[src/rtl/edge_capture_if.sv]
// Host-side bundle of the edge-capture block: the sampled input, the clear
// strobe and every measurement result.
interface edge_capture_if #(
  parameter int CNT_WIDTH = 16,
  parameter int PW_WIDTH  = 32
);
  logic                 din;
  logic                 clear;
  logic                 rise_flag;
  logic                 fall_flag;
  logic [CNT_WIDTH-1:0] rise_count;
  logic [CNT_WIDTH-1:0] fall_count;
  logic [PW_WIDTH-1:0]  high_time;
  logic                 overflow;
  logic                 level;

  modport master (
    output din, clear,
    input  rise_flag, fall_flag, rise_count, fall_count, high_time, overflow, level
  );

  modport slave (
    input  din, clear,
    output rise_flag, fall_flag, rise_count, fall_count, high_time, overflow, level
  );
endinterface

[src/rtl/edge_capture_sat_counter.sv]
// Saturating up-counter used for pulse-width measurement: load-to-1, increment,
// and a one-shot indication on the cycle the all-ones value is first reached.
module sat_counter #(
  parameter int WIDTH = 32
) (
  input  logic             clk,
  input  logic             rst_n,
  input  logic             load_i,
  input  logic             inc_i,
  output logic [WIDTH-1:0] cnt_o,
  output logic             hit_o
);
  localparam logic [WIDTH-1:0] SAT_MAX = '1;

  logic [WIDTH-1:0] cnt_q, cnt_d;

  // NOTE: every always_comb output gets a default first, so no path can infer a latch.
  always_comb begin
    cnt_d = cnt_q;
    if (load_i) begin
      cnt_d = WIDTH'(1);
    end else if (inc_i && (cnt_q != SAT_MAX)) begin
      cnt_d = cnt_q + WIDTH'(1);
    end
  end

  // NOTE: reset is synchronous; rst_n is only looked at inside the clocked process.
  always_ff @(posedge clk) begin
    if (!rst_n) begin
      cnt_q <= '0;
    end else begin
      // NOTE: state registers use non-blocking assignment so every flop samples pre-edge values.
      cnt_q <= cnt_d;
    end
  end

  assign cnt_o = cnt_q;
  // Fires only on the transition into saturation, not while it stays there.
  assign hit_o = (cnt_d == SAT_MAX) && (cnt_q != SAT_MAX);
endmodule

[src/rtl/edge_capture.sv]
// Edge detector with sticky flags, free-running edge counters and a
// high-pulse width measurement driven by a two-state FSM.
module edge_capture #(
  parameter int CNT_WIDTH = 16,
  parameter int PW_WIDTH  = 32
) (
  input  logic           clk,
  input  logic           rst_n,
  edge_capture_if.slave  bus
);
  typedef enum logic {ST_LOW, ST_HIGH} state_e;

  state_e               state_q, state_d;
  logic                 din_q;
  logic                 rise, fall;
  logic                 cnt_load, cnt_inc, capture;
  logic [PW_WIDTH-1:0]  pw_cnt;
  logic                 pw_hit;

  logic                 rise_flag_q, rise_flag_d;
  logic                 fall_flag_q, fall_flag_d;
  logic                 overflow_q, overflow_d;
  logic [CNT_WIDTH-1:0] rise_count_q, rise_count_d;
  logic [CNT_WIDTH-1:0] fall_count_q, fall_count_d;
  logic [PW_WIDTH-1:0]  high_time_q, high_time_d;

  assign rise = bus.din & ~din_q;
  assign fall = ~bus.din & din_q;

  // Width FSM: state register.
  always_ff @(posedge clk) begin
    if (!rst_n) begin
      state_q <= bus.din ? ST_HIGH : ST_LOW;
    end else begin
      state_q <= state_d;
    end
  end

  // Width FSM: next state.
  always_comb begin
    state_d = state_q;
    case (state_q)
      ST_LOW:  if (rise) state_d = ST_HIGH;
      ST_HIGH: if (fall) state_d = ST_LOW;
      default: state_d = ST_LOW;
    endcase
  end

  // Width FSM: counter controls and capture strobe.
  always_comb begin
    cnt_load = 1'b0;
    cnt_inc  = 1'b0;
    capture  = 1'b0;
    case (state_q)
      ST_LOW:  cnt_load = rise;
      ST_HIGH: begin
        cnt_inc = bus.din;
        capture = fall;
      end
      default: ;
    endcase
  end

  sat_counter #(.WIDTH(PW_WIDTH)) u_pw_cnt (
    .clk    (clk),
    .rst_n  (rst_n),
    .load_i (cnt_load),
    .inc_i  (cnt_inc),
    .cnt_o  (pw_cnt),
    .hit_o  (pw_hit)
  );

  // Set has priority over clear for every sticky flag.
  always_comb begin
    rise_flag_d  = rise   | (rise_flag_q & ~bus.clear);
    fall_flag_d  = fall   | (fall_flag_q & ~bus.clear);
    overflow_d   = pw_hit | (overflow_q  & ~bus.clear);
    rise_count_d = rise ? rise_count_q + CNT_WIDTH'(1) : rise_count_q;
    fall_count_d = fall ? fall_count_q + CNT_WIDTH'(1) : fall_count_q;
    high_time_d  = capture ? pw_cnt : high_time_q;
  end

  always_ff @(posedge clk) begin
    if (!rst_n) begin
      // Track din through reset so a level already high at release is not an edge.
      din_q        <= bus.din;
      rise_flag_q  <= 1'b0;
      fall_flag_q  <= 1'b0;
      overflow_q   <= 1'b0;
      rise_count_q <= '0;
      fall_count_q <= '0;
      high_time_q  <= '0;
    end else begin
      din_q        <= bus.din;
      rise_flag_q  <= rise_flag_d;
      fall_flag_q  <= fall_flag_d;
      overflow_q   <= overflow_d;
      rise_count_q <= rise_count_d;
      fall_count_q <= fall_count_d;
      high_time_q  <= high_time_d;
    end
  end

  assign bus.level      = din_q;
  assign bus.rise_flag  = rise_flag_q;
  assign bus.fall_flag  = fall_flag_q;
  assign bus.overflow   = overflow_q;
  assign bus.rise_count = rise_count_q;
  assign bus.fall_count = fall_count_q;
  assign bus.high_time  = high_time_q;
endmodule
[src/flat_wrapper.sv]
// flat-port wrapper written by rule: the top's interface ports become plain ports
module edge_capture_flat 
#(
  parameter int CNT_WIDTH = 16,
  parameter int PW_WIDTH  = 32
)
  (clk, rst_n, bus_din, bus_clear, bus_rise_flag, bus_fall_flag, bus_rise_count, bus_fall_count, bus_high_time, bus_overflow, bus_level);
  edge_capture_if #(.CNT_WIDTH(CNT_WIDTH), .PW_WIDTH(PW_WIDTH)) bus_i ();
  input  logic clk;
  input  logic rst_n;
  input wire logic [$bits(bus_i.din)-1:0] bus_din;
  input wire logic [$bits(bus_i.clear)-1:0] bus_clear;
  output wire logic [$bits(bus_i.rise_flag)-1:0] bus_rise_flag;
  output wire logic [$bits(bus_i.fall_flag)-1:0] bus_fall_flag;
  output wire logic [$bits(bus_i.rise_count)-1:0] bus_rise_count;
  output wire logic [$bits(bus_i.fall_count)-1:0] bus_fall_count;
  output wire logic [$bits(bus_i.high_time)-1:0] bus_high_time;
  output wire logic [$bits(bus_i.overflow)-1:0] bus_overflow;
  output wire logic [$bits(bus_i.level)-1:0] bus_level;
  assign bus_i.din = bus_din;
  assign bus_i.clear = bus_clear;
  assign bus_rise_flag = bus_i.rise_flag;
  assign bus_fall_flag = bus_i.fall_flag;
  assign bus_rise_count = bus_i.rise_count;
  assign bus_fall_count = bus_i.fall_count;
  assign bus_high_time = bus_i.high_time;
  assign bus_overflow = bus_i.overflow;
  assign bus_level = bus_i.level;
  edge_capture #(.CNT_WIDTH(CNT_WIDTH), .PW_WIDTH(PW_WIDTH)) u_core (.clk(clk), .rst_n(rst_n), .bus(bus_i));
endmodule
[config.mk]
export PLATFORM = sky130hd
export DESIGN_NAME = edge_capture_flat
export DESIGN_NICKNAME = d
export VERILOG_FILES = /design/src/rtl/edge_capture_if.sv /design/src/rtl/edge_capture_sat_counter.sv /design/src/rtl/edge_capture.sv /design/src/flat_wrapper.sv
export SDC_FILE = /design/constraint.sdc
export NUM_CORES = 1
export LEC_CHECK = 0
export BUFFER_PORTS_ARGS = -buffer_cell sky130_fd_sc_hd__clkbuf_2
export CAP_MARGIN = 10
export CORE_MARGIN = 5
export CORE_UTILIZATION = 42
export CTS_CLUSTER_SIZE = 16
export DETAILED_ROUTE_END_ITERATION = 8
export GPL_TIMING_DRIVEN = 0
export PLACE_DENSITY_LB_ADDON = 0.05
export SLEW_MARGIN = 10
export SYNTH_ARGS = -nofsm -noshare
export SYNTH_HDL_FRONTEND = slang
export SYNTH_SLANG_ARGS = --single-unit
[constraint.sdc]
create_clock -name clk -period 6.44 [get_ports clk]
set_input_delay 1.288 -clock clk [delete_from_list [all_inputs] [get_ports clk]]
set_output_delay 1.288 -clock clk [all_outputs]
set_load 0.03 [all_outputs]
==> impl_metrics.ini, run 1 <==
[power_and_ir_drop]
powerDensity_nw_per_um2 = 208
leakage_nw = 1.93
vdd_drop_max_v = 0.0000932

[synthesis]
ys_ff_latch = 101
synth_top_area_share_pct = 45.0
yosys.area.top_type = dfxtp_1
synth_top_flop_cell = dfxtp_1
async_flop_share_pct = 0
synth.avg_cell_area_sq_um = 8.53
syn_inst = 527
synth_cell_types = 38
synth_edf_count = 0
synthTopCellsByArea = dfxtp_1 (45%), nand2_1 (8.6%), a21boi_0 (6.7%)
synth-seq-area-share_pct = 45.0
synth_area_sq_um = 4490
syn_nets = 534
yosysWarnings = 0

[cells_and_area]
nets = 616
final_common_cell = nand2_1
final_cell_mix = nand2_1 (103), dfxtp_1 (101), clkbuf_2 (71), a21boi_0 (40), nor2_1 (38)
postLayoutCoreUtil_pct = 50.3
areaGrowthSynthToFinish_pct = 16.0
drive_gt1_share_pct = 15.0
antenna-diode-count = 0
num-fill-cells = 1042

[timing]
min_period_ns = 3.12
fin_tns_setup_ns = 0
maxSlewHeadroom_pct = 37.5
max_freq_mhz = 320
rsz0062_at_grt = false
whs_ns = 0.468
hold_violations = 0
fin_worst_skew_ns = 0.00927
finalMaxSlewViolations = 0
tightest_slew_ns = 0.930
finalSetupViolCount = 0
finalCritPeriodShare_pct = 48.5

[clock_tree]
clkSlewWorstSetupHoldPaths_ns = 0.09
clk_path_buf_depth = 2
clkLatencyLatePin_ns = 0.37
cts.sinks = 101
postCtsHoldBufs = 0
cts_setup_buffers = 0
numCtsBuffers = 9
cts_tree = done
root_buffer = clkbuf_8
htree_levels = 3
cts_resized = 0

[critical_path]
required_ns = 6.74
critPathKind = input pin to flip-flop
cp-startpoint = bus_din
r2r_start = u_core.u_pw_cnt.cnt_o[1]
r2r_cells = 9
cp-end-kind = flip-flop
timing.rr.end = u_core.bus.overflow
critPathCapture = u_core.bus.overflow
r2r_slack_ns = 3.37
cp.arrival_ns = 3.43
cp_max_fo = 9
cp-start-kind = input pin

[global_routing]
grt-ovfl-total = 0
grt_pass1_wl_microns = 18300
antenna_found_initial = 0
grt_max_degree = 16
grt_pass1_vias = 3764
grt_use_total_pct = 17.4

[drt]
drc = 0
wl_per_cell_microns = 14.1
first_pass_iters = 4
ant_nets = 0
dr.first_iter.drc_count = 171
dr_total_vias = 3778
drt_wl_total_microns = 10500
vias_per_cell = 5.04

[run]
maxCapViolCount = 0

[placed_design]
gp_congestion = 0.932
dp_hpwl_microns = 7890
portBuffers = 71

[floorplanning]
rows = 37
start_util_pct = 43.3
die_area_sq_um = 12900
dieWidth_microns = 113
pin_count = 72
die_y_microns = 113
fp.coreArea_sq_um = 10400

[worst_hold_path]
worstHoldPathType = flip-flop to flip-flop
worstHoldStart = u_core.bus.high_time[23]

[run_status]
status = completed
## where the power goes
group / switching, mW / internal, mW
Combinational: 0.0358 / 0.0153
Sequential: 0.00447 / 0.629
Clock: 0.212 / 0.190
Total: 0.252 / 0.833
## through the flow
stage / power, mW / cell area, sq um / worst slack [ns] / instances
after floorplan: 0.682 / 4490 / 3.57 / 527
after global placement: 0.699 / 5020 / 2.93 / 734
after detailed placement: 0.700 / 5020 / 2.97 / 734
after CTS: 1.10 / 5210 / 3.32 / 750
after global routing: 1.14 / 5210 / 2.97 / 750
final: 1.09 / 5210 / 3.32 / 750
## logic make-up after synthesis
group           Yosys count  share of synthesized area (%)
buf+inv                  32                           2.70
mux                       3                          0.668
xor+xnor                 52                           10.1
compound gates           65                           10.4
fa+ha+maj                 3                          0.836
flops                   101                           45.0
simple gates            271                           30.3
## flip-flops by register name, indices dropped and copies added, names as in the netlist
register	flops
u_core.bus.fall_flag	1
u_core.bus.level	1
u_core.bus.high_time	32
u_core.u_pw_cnt.cnt_o	32
u_core.bus.rise_flag	1
u_core.bus.overflow	1
u_core.bus.fall_count	16
u_core.bus.rise_count	16
u_core.state_q	1
## critical path, stage by stage
cell and delay, ns:
clkbuf_2 0.17, and4_1 0.29, nand2b_1 0.16, nor3_1 0.48
nand4_1 0.20, xor2_1 0.20, nor4_1 0.28, nand4_1 0.20
o21ai_1 0.17
## per-layer routing
metal	part of all wire, %	track usage (%)	vias to the layer above
met5	0	0	-
met4	2.2	7.21	0
met2	47	28.5	82
met1	47	22.6	1725
li1	-	-	1952
met3	4.1	3.18	19
## how the worst min path moves through the flow
| stage | end | slack, ns | depth (start not counted) |
|---|---|---|---|
| 2_1_floorplan | u_core.bus.high_time[23] | 0.47 | 2 |
| 3_3_place_gp | u_core.bus.high_time[16] | 0.45 | 2 |
| 3_5_place_dp | u_core.bus.high_time[21] | 0.46 | 2 |
| 4_1_cts | u_core.bus.high_time[23] | 0.47 | 2 |
| 5_1_grt | u_core.bus.high_time[17] | 0.49 | 2 |
| 6_report | u_core.bus.high_time[23] | 0.47 | 2 |
## area by class of cell
class,instances,area (sq um),share of cell area (%)
inverters,7,26.3,0.504
clock inverters,4,47.5,0.912
clock buffers,12,145,2.79
plain buffers,25,95.1,1.82
well taps,136,170,3.27
repair buffers,71,355,6.82
flip-flops and latches,101,2020,38.8
multi-input cells,394,2350,45.1
## cells in the mapped netlist (2+ instances only)
cell and n:
inv_1 7, nand2b_1 2, nor3b_1 3, nor2_1 38
dfxtp_1 101, mux2i_1 3, and4_1 5, and3_1 10
xnor2_1 31, a31oi_1 2, or3_1 11, nor2b_1 6
ha_1 3, xor2_1 21, a21oi_1 5, and2_1 28
nor4_2 2, nor4_1 5, nand4_1 23, o21ai_0 11
o21a_1 2, nor3_1 11, nand3_1 19, clkbuf_1 23
nand2_1 103, a21boi_0 40
No activity file was read; power rests on OpenSTA's default activity.
==> run 2: changes to the inputs <==
--- a/config.mk
+++ b/config.mk
@@ -5,6 +5,7 @@
 export SDC_FILE = /design/constraint.sdc
 export NUM_CORES = 1
 export LEC_CHECK = 0
+export ABC_AREA = 1
 export BUFFER_PORTS_ARGS = -buffer_cell sky130_fd_sc_hd__clkbuf_2
 export CAP_MARGIN = 10
 export CORE_MARGIN = 5
==> constraint.sdc (replaced) <==
create_clock -name clk -period 3.2 [get_ports clk]
set_input_delay 0.64 -clock clk [delete_from_list [all_inputs] [get_ports clk]]
set_output_delay 0.64 -clock clk [all_outputs]
set_load 0.03 [all_outputs]
==> impl_metrics.ini, run 2 <==
[run_status]
status = completed

[power_and_ir_drop]
power.total_mw = 2.70
vdd_drop_max_v = 0.000314
powerDensity_nw_per_um2 = 451
leakage_nw = 2.39

[placed_design]
postPlaceCellArea_sq_um = 5680
portBuffers = 71
post-place-ws_ns = 0.318
gp_congestion = 0.930
dp_hpwl_microns = 11700

[timing]
setup_ws_ns = 0.538
rsz0062_at_grt = false
finalMaxSlewViolations = 0
maxSlewHeadroom_pct = 52.4
hold_violations = 0
fin_worst_skew_ns = 0.0112
tightest_slew_ns = 0.714
min_period_ns = 2.66
fin_tns_setup_ns = 0
finalSetupViolCount = 0
max_freq_mhz = 376
finalCritPeriodShare_pct = 83.2
whs_ns = 0.451

[synthesis]
yosys.area.top_type = dfxtp_1
synth-seq-area-share_pct = 39.3
synth-simple-area-share_pct = 42.1
yosys-mux-area-fraction_pct = 0
syn_nets = 788
yosysWarnings = 0
synth_area_sq_um = 5140
synthTopCellsByArea = dfxtp_1 (39%), nand2_1 (15%), nand3_1 (8.9%)
syn_inst = 781
async_flop_share_pct = 0
synth_top_flop_cell = dfxtp_1
synth_cell_types = 35
synth_top_family_by_area = simple AND/OR/NAND/NOR gates
synth_xor_area_share_pct = 1.53
synth_compound_area_share_pct = 8.30
synthAdderAreaFrac_pct = 0.730
synth.avg_cell_area_sq_um = 6.58
yosysMostFrequentCell = nand2_1
synth_top_area_share_pct = 39.3
synth_edf_count = 0
ys_ff_latch = 101
synthTopCellsByCount = nand2_1 (201), nor2_1 (117), dfxtp_1 (101)

[worst_hold_path]
holdPathEnd = u_core.bus.level
worstHoldStart = bus_din
whs_path_depth = 1
worstHoldPathType = input pin to flip-flop

[drt]
dr_total_vias = 5299
drc = 0
ant_nets = 0
wl_per_cell_microns = 14.9
first_pass_iters = 6
vias_per_cell = 5.22
drt_wl_total_microns = 15100
dr.first_iter.drc_count = 317

[cells_and_area]
areaGrowthSynthToFinish_pct = 16.6
antenna-diode-count = 0
final_cell_mix = nand2_1 (201), nor2_1 (117), dfxtp_1 (101), nand3_1 (91), clkbuf_2 (71)
drive_gt1_share_pct = 13.4
nets = 870
design_area_sq_um = 5990
final_common_cell = nand2_1

[clock_tree]
clk_path_buf_depth = 2
cts_setup_buffers = 0
cts.sinks = 101
cts_resized = 0
clkLatencyLatePin_ns = 0.36
postCtsHoldBufs = 0
cts_tree = done
htree_levels = 3
root_buffer = clkbuf_16
numCtsBuffers = 9
clkSlewWorstSetupHoldPaths_ns = 0.07

[critical_path]
timing.rr.end = u_core.bus.overflow
required_ns = 3.49
r2r_slack_ns = 0.54
r2r_start = u_core.u_pw_cnt.cnt_o[0]
cp.arrival_ns = 2.95
cp-start-kind = flip-flop
r2r_cells = 18
cp_max_fo = 10
critPathKind = flip-flop to flip-flop
cp-startpoint = u_core.u_pw_cnt.cnt_o[0]
cp-end-kind = flip-flop

[floorplanning]
dieWidth_microns = 121
start_util_pct = 42.8
fp.coreArea_sq_um = 12000
rows = 40
die_area_sq_um = 14600
pin_count = 72
die_y_microns = 121

[global_routing]
grt-ovfl-total = 0
antenna_found_initial = 0
grt.busiest_layer = met2
grt_pass1_vias = 5002
met1_usage_pct = 25.8
grt_use_met2_pct = 36.2
gr-usage-met3_pct = 5.71
grt_pass1_wl_microns = 24500
grt_max_degree = 18
grt_use_total_pct = 21.3

[run]
maxCapViolCount = 0
## run 2: changes by cell type after synthesis, sizes merged, moves of 15 or more
cell	previous run	this run
a21boi	40	0
a21oi	5	64
and2	28	1
inv	7	74
nand2	103	208
nand3	19	92
nor2	38	126
nor3	12	30
xnor2	31	3
xor2	21	6
## run 2: cell families after synthesis
kind of cell / Yosys count
AO/OA/AOI/OAI: 83
XOR/XNOR: 9
adder cells (fa/ha/maj): 3
buffers and inverters: 101
flip-flops: 101
AND/OR/NAND/NOR: 484
## run 2: where the power goes
| part | internal, mW | total, mW | leakage (nW) | switching [mW] |
|---|---|---|---|---|
| clock | 0.634 | 1.14 | 0.155 | 0.507 |
| sequential | 1.28 | 1.32 | 0.818 | 0.0372 |
| combinational | 0.0676 | 0.240 | 1.42 | 0.172 |
## run 2: worst max-delay path, stage by stage, from the launching register on
cell	delay [ns]
dfxtp_1	0.40
ha_1	0.30
inv_2	0.07
nor2_4	0.16
nand2_4	0.10
nor2_8	0.18
nand2_8	0.11
nand2_8	0.11
inv_4	0.04
buf_6	0.14
nand2_1	0.07
nand2_1	0.06
nor2_1	0.16
nand2_1	0.07
nor2_1	0.15
nand3_1	0.14
nor2_1	0.17
nor2_1	0.06
nor2_1	0.10
## run 2: how the worst max path moves through the flow
stage,to,slack (ns),cells after the start
2_1_floorplan,u_core.bus.rise_count[12],1.08,11
3_3_place_gp,u_core.bus.overflow,0.38,12
3_5_place_dp,u_core.bus.overflow,0.32,12
4_1_cts,u_core.bus.overflow,0.52,18
5_1_grt,u_core.bus.overflow,0.30,18
6_report,u_core.bus.overflow,0.54,18
## run 2: through the flow
stage | cells | util (%)
finish | 1015 | 49.9
global route | 1015 | 49.9
CTS | 1015 | 49.9
detailed placement | 999 | 47.3
global placement | 999 | 47.3
floorplan | 781 | -
## run 2: layout make-up
type | instances | area [sq um]
Sequential cell | 101 | 2020
Timing Repair Buffer | 71 | 355
Multi-Input combinational cell | 579 | 2710
Inverter | 74 | 280
Tap cell | 147 | 184
Clock inverter | 6 | 73.8
Clock buffer | 10 | 239
Fill cell | 1225 | 6020
Buffer | 27 | 131
## run 2: layer usage
layer	part of all wire, %	routed length (microns)
met1	44	6580
met2	48	7250
met3	5.8	882
met4	2.5	374
met5	0	0
==> run 3: changes to the inputs <==
--- a/config.mk
+++ b/config.mk
@@ -5,7 +5,7 @@
 export SDC_FILE = /design/constraint.sdc
 export NUM_CORES = 1
 export LEC_CHECK = 0
-export ABC_AREA = 1
+export ABC_AREA = 0
 export BUFFER_PORTS_ARGS = -buffer_cell sky130_fd_sc_hd__clkbuf_2
 export CAP_MARGIN = 10
 export CORE_MARGIN = 5
==> constraint.sdc (replaced) <==
create_clock -name clk -period 2.65 [get_ports clk]
set_input_delay 0.53 -clock clk [delete_from_list [all_inputs] [get_ports clk]]
set_output_delay 0.53 -clock clk [all_outputs]
set_load 0.03 [all_outputs]
==> impl_metrics.ini, run 3 (synthesis gave the netlist of run 1 again) <==
[run_status]
status = completed

[floorplanning]
die_y_microns = 113
dieWidth_microns = 113
die_area_sq_um = 12900
start_util_pct = 43.3
rows = 37
pin_count = 72
fp.coreArea_sq_um = 10400

[drt]
drc = 0
drt_wl_total_microns = 10700
wl_per_cell_microns = 14.2
dr_total_vias = 3834
first_pass_iters = 4
dr.first_iter.drc_count = 246
ant_nets = 0
vias_per_cell = 5.08

[placed_design]
gp_congestion = 0.932
portBuffers = 71
dp_hpwl_microns = 7890
dp_cells = 734

[global_routing]
antenna_found_initial = 0
grt_use_total_pct = 17.6
grt_pass1_wl_microns = 18500
grt_max_degree = 16
grt_pass1_vias = 3812
grt-ovfl-total = 0

[cells_and_area]
num-fill-cells = 1033
nets = 620
final_common_cell = nand2_1
final_cell_mix = nand2_1 (103), dfxtp_1 (95), clkbuf_2 (71), a21boi_0 (40), nor2_1 (38)
areaGrowthSynthToFinish_pct = 18.4
antenna-diode-count = 0
postLayoutCoreUtil_pct = 51.3
stdcell_count = 754
drive_gt1_share_pct = 18.0

[clock_tree]
root_buffer = clkbuf_8
clk_path_buf_depth = 2
clkSlewWorstSetupHoldPaths_ns = 0.09
cts_tree = done
cts.sinks = 101
numCtsBuffers = 9
clkLatencyLatePin_ns = 0.37
postCtsHoldBufs = 0
htree_levels = 3

[power_and_ir_drop]
powerDensity_nw_per_um2 = 496
leakage_nw = 1.99
vdd_drop_max_v = 0.000228
power.total_mw = 2.64

[run]
maxCapViolCount = 0

[timing]
rsz0062_at_grt = true
finalCritPeriodShare_pct = 97.7
fin_worst_skew_ns = 0.00876
hold_violations = 0
tightest_slew_ns = 0.880
whs_ns = 0.382
max_freq_mhz = 386
finalMaxSlewViolations = 0
finalSetupViolCount = 0
maxSlewHeadroom_pct = 40.9
min_period_ns = 2.59

[critical_path]
critPathKind = flip-flop to flip-flop
cp-start-kind = flip-flop
required_ns = 2.95
cp_max_fo = 8
cp.arrival_ns = 2.89
cp-end-kind = flip-flop
r2r_slack_ns = 0.06

[worst_hold_path]
worstHoldPathType = input pin to flip-flop
==> run 3: cell types whose count changed in the layout (fill, tap and decap cells not counted), moves of 11 or more <==
cell	change
nand2_1	-98
nor2_1	-79
nand3_1	-73
inv_1	-62
a21oi_1	-59
a21boi_0	+40
xnor2_1	+28
and2_1	+27
nor3_1	-23
xor2_1	+15
or3_1	+11
==> run 3: worst paths after layout <==
| check | start | cells past startpoint | to |
|---|---|---|---|
| max | u_core.u_pw_cnt.cnt_o[10] | 9 | u_core.bus.overflow |
| min | bus_din | 1 | u_core.bus.level |
| max reg2reg | u_core.u_pw_cnt.cnt_o[10] | 9 | u_core.bus.overflow |
| min reg2reg | u_core.bus.high_time[23] | 2 | u_core.bus.high_time[23] |
==> run 3: final cells by class <==
cell class | instances | area, sq um | area share (%)
buffer | 24 | 91.3 | 1.72
inverter | 7 | 26.3 | 0.494
clock buffer | 12 | 145 | 2.73
multi-input combinational | 394 | 2410 | 45.4
clock inverter | 4 | 47.5 | 0.894
sequential | 101 | 2030 | 38.2
tap | 136 | 170 | 3.20
timing repair buffer | 76 | 393 | 7.38
==> run 3: timing repair <==
item / 4_1_cts / 5_1_grt
pin swaps: 6 / 6
resized for setup: 8 / 10
setup endpoints to repair: 8 / 3
setup buffers: 4 / 1
==> run 3: metal layers <==
layer | GRT usage, % | part of all wire [%] | vias to the layer above
met5 | 0 | 0 | -
met3 | 3.18 | 5.0 | 16
met2 | 28.8 | 47 | 87
met4 | 7.37 | 1.8 | 0
li1 | - | - | 1963
met1 | 22.8 | 46 | 1768
==> run 3: power breakdown <==
group	switching, mW	leakage [nW]	internal (mW)	total, mW
logic	0.0874	1.07	0.0380	0.125
clock network	0.515	0.0964	0.460	0.975
registers	0.0120	0.818	1.53	1.54
total	0.614	1.99	2.03	2.64
==> run 3: stage by stage <==
stage               setup WS [ns]  cell area [sq um]  setup TNS, ns
CTS                        0.0121               5280              0
global route              -0.0619               5320        -0.0619
finish                     0.0607               5320              0
global placement           -0.404               5020         -0.846
floorplan                  0.0990               4490              0
detailed placement         -0.436               5020         -0.945
==> run 3: worst max-delay path, stage by stage (launching register included) <==
cell	delay, ns
dfxtp_1	0.44
nand4_4	0.19
or4_4	0.61
a2111oi_4	0.20
buf_4	0.20
nand2_1	0.07
xor2_1	0.15
nor4_1	0.28
nand4_1	0.23
o21ai_1	0.17
